[src/rtl/mod_operand_fetch.sv]
// Operand-fetch stage: scoreboards outstanding register writes and
// registers source operands into the execute latch once hazards clear.
module mod_operand_fetch #(
  parameter int CNT_W = 2
) (
  input  logic              clk,
  input  logic              reset,
  input  logic              id_valid,
  output logic              id_ready,
  input  logic [7:0]        id_opcode,
  input  logic              id_twob,
  input  logic [3:0]        id_regByte,
  input  logic [3:0]        id_rmByte,
  input  logic [1:0]        id_mod,
  input  logic [63:0]       id_imm,
  input  logic [0:15][0:63] regfile,
  input  logic              wb_valid,
  input  logic [0:15]       wb_dest_mask,
  input  logic              flush,
  output logic              ex_valid,
  input  logic              ex_ready,
  output logic [7:0]        ex_opcode,
  output logic              ex_twob,
  output logic [3:0]        ex_regByte,
  output logic [3:0]        ex_rmByte,
  output logic [1:0]        ex_mod,
  output logic [63:0]       ex_imm,
  output logic [63:0]       ex_opA,
  output logic [63:0]       ex_opB,
  output logic [63:0]       ex_rsp,
  output logic [0:15]       ex_dest_mask,
  output logic [31:0]       stall_cycles,
  output logic              sb_error
);

  typedef struct packed {
    logic [7:0]  opcode;
    logic        twob;
    logic [3:0]  regb;
    logic [3:0]  rmb;
    logic [1:0]  md;
    logic [63:0] imm;
    logic [63:0] opa;
    logic [63:0] opb;
    logic [63:0] rsp;
    logic [0:15] dmask;
  } ex_t;

  ex_t                    ex_q, ex_d;
  logic                   ex_valid_q, ex_valid_d;
  logic [15:0][CNT_W-1:0] cnt_q, cnt_d;
  logic [31:0]            stall_q, stall_d;
  logic                   sb_err_q, sb_err_d;

  logic [0:15] dst, src, busy, full;
  logic        is_push, is_pop, is_call;
  logic        hazard, accept;
  int unsigned c, t;

  always_comb begin
    is_push = id_opcode[7:3] == 5'b01010;
    is_pop  = id_opcode[7:3] == 5'b01011;
    is_call = id_opcode == 8'hFF || id_opcode == 8'hE8 ||
              id_opcode == 8'hC3;
    dst = '0;
    if (id_opcode == 8'h90) begin
      dst = '0;
    end else if (id_opcode == 8'hF7 ||
                 (id_opcode == 8'hAF && id_twob)) begin
      dst[0] = 1'b1;
      dst[2] = 1'b1;
    end else if (id_opcode == 8'h05) begin
      dst[0] = 1'b1;
    end else if (is_call) begin
      dst[4] = 1'b1;
    end else if (id_twob) begin
      dst = '0;
    end else if (is_push) begin
      dst[4] = 1'b1;
    end else if (is_pop) begin
      dst[4] = 1'b1;
      dst[id_rmByte] = 1'b1;
    end else if (id_opcode == 8'h89) begin
      dst[id_rmByte] = id_mod == 2'b11;
    end else if (id_opcode == 8'h8B || id_opcode == 8'h8D) begin
      dst[id_regByte] = 1'b1;
    end else if (id_opcode[7:3] == 5'b10111) begin
      dst[id_rmByte] = 1'b1;
    end else if (id_opcode == 8'h39) begin
      dst = '0;
    end else begin
      dst[id_rmByte] = 1'b1;
    end
    src = '0;
    src[id_regByte] = 1'b1;
    src[id_rmByte] = 1'b1;
    if (is_push || is_pop || is_call) src[4] = 1'b1;
    if (id_opcode == 8'hF7 || id_opcode == 8'h05) src[0] = 1'b1;
  end

  // Hazard uses counters as they stand before this cycle's update.
  always_comb begin
    for (int i = 0; i < 16; i++) begin
      busy[i] = cnt_q[i] != '0;
      full[i] = &cnt_q[i];
    end
    hazard = |((src | dst) & busy) || |(dst & full);
    id_ready = reset && !hazard &&
               (!ex_valid_q || ex_ready || flush);
    accept = id_valid && id_ready;
  end

  always_comb begin
    cnt_d = cnt_q;
    sb_err_d = sb_err_q;
    c = 0;
    t = 0;
    for (int i = 0; i < 16; i++) begin
      c = 32'(cnt_q[i]);
      t = 32'(wb_valid && wb_dest_mask[i]) +
          32'(flush && ex_valid_q && ex_q.dmask[i]);
      if (accept && dst[i]) begin
        if (t == 0) c = c + 1;
        else t = t - 1;
      end
      if (wb_valid && wb_dest_mask[i] && cnt_q[i] == '0 &&
          !(accept && dst[i]))
        sb_err_d = 1'b1;
      c = (c > t) ? c - t : 0;
      cnt_d[i] = CNT_W'(c);
    end
  end

  always_comb begin
    ex_d = ex_q;
    ex_valid_d = ex_valid_q;
    if (accept) begin
      ex_valid_d = 1'b1;
      ex_d.opcode = id_opcode;
      ex_d.twob = id_twob;
      ex_d.regb = id_regByte;
      ex_d.rmb = id_rmByte;
      ex_d.md = id_mod;
      ex_d.imm = id_imm;
      ex_d.opa = regfile[id_regByte];
      ex_d.opb = regfile[id_rmByte];
      ex_d.rsp = regfile[4];
      ex_d.dmask = dst;
    end else if (ex_ready || flush) begin
      ex_valid_d = 1'b0;
    end
    stall_d = stall_q + 32'(id_valid && !id_ready);
  end

  always_ff @(posedge clk) begin
    if (!reset) begin
      ex_q <= '0;
      ex_valid_q <= 1'b0;
      cnt_q <= '0;
      stall_q <= '0;
      sb_err_q <= 1'b0;
    end else begin
      ex_q <= ex_d;
      ex_valid_q <= ex_valid_d;
      cnt_q <= cnt_d;
      stall_q <= stall_d;
      sb_err_q <= sb_err_d;
    end
  end

  assign ex_valid = ex_valid_q;
  assign ex_opcode = ex_q.opcode;
  assign ex_twob = ex_q.twob;
  assign ex_regByte = ex_q.regb;
  assign ex_rmByte = ex_q.rmb;
  assign ex_mod = ex_q.md;
  assign ex_imm = ex_q.imm;
  assign ex_opA = ex_q.opa;
  assign ex_opB = ex_q.opb;
  assign ex_rsp = ex_q.rsp;
  assign ex_dest_mask = ex_q.dmask;
  assign stall_cycles = stall_q;
  assign sb_error = sb_err_q;

endmodule

[config.mk]
export PLATFORM = sky130hd
export DESIGN_NAME = mod_operand_fetch
export DESIGN_NICKNAME = d
export VERILOG_FILES = /design/src/rtl/mod_operand_fetch.sv
export SDC_FILE = /design/constraint.sdc
export NUM_CORES = 2
export LEC_CHECK = 0
export BUFFER_PORTS_ARGS = -buffer_cell sky130_fd_sc_hd__buf_2
export CORE_AREA = 4 4 573 575
export DETAILED_ROUTE_END_ITERATION = 6
export DIE_AREA = 0 0 577 579
export GPL_TIMING_DRIVEN = 1
export SYNTH_ARGS = -nofsm -noshare
export SYNTH_HDL_FRONTEND = slang
export SYNTH_SLANG_ARGS = --single-unit
[constraint.sdc]
create_clock -name clk -period 5.95 [get_ports clk]
set_input_delay 0.8925 -clock clk [delete_from_list [all_inputs] [get_ports clk]]
set_output_delay 0.8925 -clock clk [all_outputs]
set_load 0.03 [all_outputs]
* Word-level counts from Yosys, hierarchy flattened
Cells that the tools add are included.
** Storage, ports and cells
- Register bits :: 357
- Bits of input ports :: 1129
- Output and inout port bits :: 326
- Word-level logic and storage cells :: 457
** Cells by class
- Add/subtract/negate cells :: 65
- $lt $le $gt $ge :: 20
- Eq/ne operators :: 15
- Multiplexer cells :: 119
- Bitwise operators :: 7
- Reduce and logical (&&, ||, !) cells :: 202
** Operator list (count)
- 32-bit 2-to-1 mux :: 32
- 64-bit binary-select mux with 4-bit select :: 2
- 3-bit by 32-bit > comparator with 1-bit output :: 16
- 32-bit logical NOT :: 16
- 64-bit 2-to-1 mux :: 4
- 16-bit 2-to-1 mux :: 13
- 3-bit 2-to-1 mux :: 32
- 1-bit logical AND :: 88
- 8-bit == test (second input constant) :: 9
- 2-bit AND reduction :: 32
- 2-bit by 1-bit adder with 3-bit output (second input constant) :: 16
- 16-bit AND :: 3
- 2-bit by 1-bit subtractor with 3-bit output (second input constant) :: 16
- 2-bit nonzero test :: 17
- 1-bit by 1-bit adder with 2-bit output :: 16
- 32-bit by 1-bit adder with 32-bit output :: 1
- 2-bit logical NOT :: 16
- 16-bit bitwise OR :: 2
- 16-bit OR reduction :: 2
- 2-bit subtractor :: 16
- 1-bit 2-to-1 mux :: 28
- 11-bit 2-to-1 mux :: 2
- 1-bit logical NOT :: 19
- 16-bit nonzero test :: 1
- other kinds (13) :: 29

* Longest topological paths before layout
- Depth in word-level cells :: 49
- Gate-level depth with buffers :: 19
- Gate-level depth less buffers :: 17

* Least setup slack after synthesis
No wires, ideal clock.
- Path kind :: input to register
- Start point :: input id_opcode[6]
- End point :: register stall_q[12] (netlist: stall_cycles[12])
- Library setup time :: 0.128 ns
- Arrival time :: 4.757 ns
- Data required time :: 5.822 ns
- Path slack :: 1.066 ns
- Stages :: 18
- Path buffers :: 2
- Path through :: buf_2 -> or4b_1 -> buf_4 -> a31o_4 -> a211oi_2 -> o22ai_1 -> a221oi_2 -> nand4_2 -> o21a_1 -> nor3b_1 -> nor2_1 -> ha_1 -> ha_1 -> nand2_1 -> nor2_1 -> nand4_1 -> xor2_1 -> nor2_1
** Between the ends
- Word-level cells in the longest chain between the ends :: 28
- Elaborated cells on any way between the ends :: 61
- Those cells by class :: add/sub: 1; eq/ne: 14; mux: 27; bitwise: 3; reduce/logical: 16
** Ends and longest elaborated chain
- from (decl) :: line 10 : input logic [7:0] id_opcode,
- 8-bit by 6-bit == test with 1-bit output :: line 89 : end else if (id_opcode == 8'h39) begin
- 16-bit 2-to-1 mux :: line 89
- 16-bit 2-to-1 mux :: line 87 : end else if (id_opcode[7:3] == 5'b10111) begin
- 16-bit 2-to-1 mux :: line 85 : end else if (id_opcode == 8'h8B || id_opcode == 8'h8D) begin
- 16-bit 2-to-1 mux :: line 83 : end else if (id_opcode == 8'h89) begin
- 16-bit 2-to-1 mux :: line 80 : end else if (is_pop) begin
- 16-bit 2-to-1 mux :: line 78 : end else if (is_push) begin
- 16-bit 2-to-1 mux :: line 76 : end else if (id_twob) begin
- [12 not listed]
- 16-bit OR reduction :: line 107 : hazard = |((src | dst) & busy) || |(dst & full);
- 1-bit logical OR (*) :: line 107
- 1-bit logical NOT (*) :: line 108 : id_ready = reset && !hazard &&
- 1-bit logical AND (*) (2 in a row) :: line 108
- via id_ready :: line 9 : output logic id_ready,
- 1-bit logical NOT (*) :: line 152 : stall_d = stall_q + 32'(id_valid && !id_ready);
- 1-bit logical AND (*) :: line 152
- 32-bit by 1-bit adder with 32-bit output (*) :: line 152
- to (signal assigned) :: line 166 : stall_q <= stall_d;
- to (decl) :: line 52 : logic [31:0] stall_q, stall_d;
Mark *: on every way through the listed nets, which the timed path passes. The rest lies on a longest branch. The select of a mux whose other input is x is not followed.
A chain may end at the register's enable or synchronous reset.

* Worst setup path after layout
- Start point :: input id_opcode[6]
- End point :: output id_ready
** Between the ends
- Word-level cells in the longest chain between the ends :: 25
- Elaborated cells on any way between the ends :: 58
- Those cells by class :: eq/ne: 14; mux: 27; bitwise: 3; reduce/logical: 14
** Ends and longest elaborated chain
- 8-bit by 6-bit == test with 1-bit output :: line 89
- 16-bit 2-to-1 mux :: line 89
- 16-bit 2-to-1 mux :: line 87
- 16-bit 2-to-1 mux :: line 85
- 16-bit 2-to-1 mux :: line 83
- 16-bit 2-to-1 mux :: line 80
- 16-bit 2-to-1 mux :: line 78
- 16-bit 2-to-1 mux :: line 76
- [8 not listed]
- 13-bit 2-to-1 mux or 1-bit 2-to-1 mux (tied branches) :: line 68 : end else if (id_opcode == 8'hF7 ||
- 16-bit 2-to-1 mux :: line 66 : if (id_opcode == 8'h90) begin
- 16-bit bitwise OR :: line 107
- 16-bit AND :: line 107
- 16-bit OR reduction :: line 107
- 1-bit logical OR (*) :: line 107
- 1-bit logical NOT (*) :: line 108
- 1-bit logical AND (*) (2 in a row) :: line 108
- to (decl) :: line 9
Mark *: on every way between the ends. The rest lies on a longest branch, timed or not. The select of a mux whose other input is x is not followed.

==> results <==
- The flow ran to the end, and the final reports show no timing, DRC or antenna violations.
- For this run, asynchronously set or reset flops after synthesis account for 0.
- Setup repair after global routing left no endpoint under its margin.
- The number of design rule violations left after detail routing is 0.
- No sink is reached through more buffers than the 3 on the longest clock path.
- For this configuration, the core starts out at a cell density of 0.0989.
- The combined area of all synthesized cells is 32,000 um2.
- The endpoint type of the worst setup path is an output pin.
- The number of nets handed over by synthesis was 4,163.
- Data on the critical path is required at its endpoint by 5.06 ns.
- In this run the vertical extent of the chip is 579 um.
- The mean cell area of the mapped netlist is 11.0 um2.
- The share of the core filled with cells is 0.145.
- The clock transition at the register clock pins on the worst setup and hold paths after CTS is 0.08 ns.
- TritonCTS built the clock tree.
- The routed wire length per instance is 35.7 um.
- After legalization and detailed placement, the total HPWL measured 275,000 um.
- The share of the cycle needed by the critical path after routing is 0.857.
- The element type at the critical path start is a primary input.
- The buffer count from post-CTS setup fixing is 0.
- Counting every sink on the clock net gives 357.
- The full die area is 334,000 um2.
- The count of pins over their slew limit is 0.
- The finished cells cover 46,700 um2.
- The post-placement setup slack is 0.447 ns.
- The combinational family with the most area after synthesis is multiplexers.
- Summed over all failing endpoints, the final setup total negative slack is 0 ns.
- The floorplan has 209 rows.
- The placed instances occupy a cell area of 44,200 um2.
- The total routing resource utilization after global routing is 0.178.
- The final number of hold-violating endpoints is 0.
- The total iterations of the first detailed-routing run is 5.
- The via count is 35,400.
- The remaining number of nets flagged by the antenna check after routing is 0.
- The count of synthesis-stage warnings from yosys is 0.
- The initial antenna violation count was 377.
- Power spread over the standard cell area amounts to 213 nW/um2.
- The path class of the tightest hold or removal check is primary input to register.
- The adder and majority gate portion of the synthesized area is 0.0547.
- The mux contribution to synthesized area is 0.461.
- The total detailed-routing wirelength is 314,000 um.
- The most used flip-flop cell after synthesis is dfxtp_1.
- The transition time of the tightest slew-check pin is 0.963 ns.
- The fraction of the mapped netlist area in simple logic gates is 0.126.
- The final clock skew is 0.0700 ns.
- The clock root buffer master is clkbuf_16.
- The number of I/O pins is 1,455.
- The start-to-end type of the worst setup path is primary input to output pin.
- The number of storage elements in the synthesis netlist is 357.
- The number of I/O port buffers is 1,454.
- The die is 577 um wide.
- The area inside the core boundary is 323,000 um2.
- The first global-routing pass estimated 380,000 um of wire.
- Gates resized during post-CTS repair numbered 0.
- The net count of the finished layout is 5,457.
- The setup slack after layout is 0.848 ns.
- Headroom to the max-slew limit came out at 0.358.
- The relative area change from synthesis to final layout is 46.3%.
- Across the VDD grid, the largest voltage drop is 0.246 mV.
- The sequential area share after synthesis is 0.224.
- For this run, the top clock speed supported by timing is 0.196 GHz.
- After synthesis, the netlist uses 85 different library cells.
- The smallest clock period supported by the final layout is computed as 5.10 ns.
- Of the total synthesized cell area, the portion taken by XOR and XNOR cells is 0.0126.
- The number of hold buffers added after CTS was 0.
- Entering global routing, the biggest net connects 138 pins.
- The complex-gate fraction of the synthesized area is 0.0738.
- The via count of the first global-routing pass is 32,400.
- Setup violations remaining at the end of the flow were counted as 0.
- Using the TritonRoute via totals, the vias-per-cell ratio works out to 4.03.
- The number of enable flip-flop cells after synthesis is 0.
- Of all nets on the critical path, the largest fanout is 10.
- At the worst endpoint, the arrival time is 4.21 ns.
- The H-tree generated during clock tree synthesis spans 2 levels.
- The leakage component of the power is 0.0180 uW.
- The congestion estimate from routability-driven global placement came to 1.13.
- The proportion of layout cells with a drive suffix above 1 is 0.542.
- The total congestion overflow is 0.
- The CTS buffer count is 56.
- The max capacitance violation total is 0.
- Counting every instance in the synthesized netlist gives 2,904.
- The detailed router finished its first iteration with 3,952 violations.
- The later pin in the worst-skew pair is clocked with a latency of 0.77 ns.
==> final cells by class <==
class,instances,area (um2)
inverter,115,444
tap,4325,5410
fill,36800,276000
antenna,212,531
sequential,357,7150
clock inverter,36,537
timing repair buffer,1506,7900
multi-input combinational,2162,23300
clock buffer,68,1500
==> cell usage in the layout (no fill, tap or decap), types with 6 or more instances in the layout <==
master,instances
a21oi_1,312
fa_1,16
nor2_1,64
xnor2_1,23
clkbuf_8,6
mux4_2,640
or3_1,6
diode_2,212
a31oi_1,17
a2111oi_0,6
o21ai_0,23
clkbuf_16,56
nor4_1,9
nor4bb_1,7
clkbuf_1,7
inv_1,113
inv_6,10
nand4_1,13
clkinv_2,7
nand4b_1,9
buf_12,14
dfxtp_1,357
nor3_1,14
or4bb_1,12
and3_1,16
mux2_2,25
and2_1,29
ha_1,114
buf_4,38
nor3b_1,6
buf_2,1447
nand2_1,655
o22ai_1,8
nand3_1,26
bufinv_16,11
xor2_1,23
==> cell families (layout without fill, tap and decap cells) <==
kind of cell	after synthesis	after routing
other	0	212
multiplexers	668	668
AO/OA/AOI/OAI	413	413
XOR/XNOR	46	46
flip-flops	357	357
AND/OR/NAND/NOR	905	905
adder cells (fa/ha/maj)	130	130
buffers and inverters	385	1725
==> worst max-delay path, stage by stage <==
cell and delay [ns]:
buf_2 0.22, or4b_1 0.77, a31o_4 0.35, a211oi_2 0.26, o22ai_1 0.18, a221oi_2 0.27
nand4_2 0.27, o21a_1 0.32, nor3b_1 0.24, buf_4 0.18, buf_2 0.21
==> routing by layer <==
metal / track usage / vias to the layer above / wire (um)
li1: - / 14000 / -
met1: 0.206 / 17600 / 116000
met2: 0.266 / 2680 / 133000
met3: 0.0973 / 827 / 43600
met4: 0.0893 / 194 / 20300
met5: 0.00142 / - / 1260
==> worst paths after layout <==
check	end	from	slack, ns	cells past startpoint
setup / recovery	id_ready	id_opcode[6]	0.85	11
setup reg to reg	cnt_q[17]$_SDFF_PN0_	cnt_q[10]$_SDFF_PN0_	1.61	15
hold reg to reg	ex_imm[36]$_SDFFE_PN0N_	ex_imm[36]$_SDFFE_PN0N_	0.45	2
hold / removal	ex_imm[37]$_SDFFE_PN0N_	id_imm[37]	0.36	3
==> flip-flops by register name (all words and copies together), names as in the netlist, 2 cells and up <==
register / count
ex_rmByte: 4
ex_rsp: 64
ex_regByte: 4
ex_imm: 64
cnt_q: 32
ex_mod: 2
ex_opB: 64
ex_opA: 64
stall_cycles: 32
ex_dest_mask: 16
ex_opcode: 8
==> through the flow <==
| step | cells | hold slack [ns] | power (uW) |
|---|---|---|---|
| after floorplan | 2904 | 0.580 | 4400 |
| after global placement | 8465 | 0.439 | 6100 |
| after detailed placement | 8465 | 0.443 | 6120 |
| after CTS | 8569 | 0.251 | 10100 |
| after global routing | 8695 | 0.320 | 10300 |
| final | 8781 | 0.356 | 9940 |
==> power by group <==
part           switching [uW]  leakage, uW  internal (uW)  total [uW]
Clock                    1590     0.000989           2280        3870
Sequential               76.5      0.00291           2540        2620
Combinational            2120       0.0141           1340        3450
==> cells in the mapped netlist, drive strengths merged, types with 10 or more instances <==
master | instances | area [um2]
a21oi | 312 | 1560
a31oi | 18 | 128
clkbuf | 144 | 541
inv | 115 | 432
nor2 | 65 | 251
and2 | 30 | 188
mux4 | 640 | 14400
nand3 | 28 | 150
dfxtp | 357 | 7150
nor3 | 15 | 86.3
mux2 | 27 | 308
or4bb | 12 | 135
ha | 114 | 1430
fa | 16 | 320
xor2 | 23 | 201
o21ai | 25 | 125
nand4 | 14 | 93.8
nor4 | 10 | 68.8
nand2 | 656 | 2460
and3 | 16 | 100
buf | 126 | 573
xnor2 | 23 | 201
No activity file was read; power rests on OpenSTA's default activity.
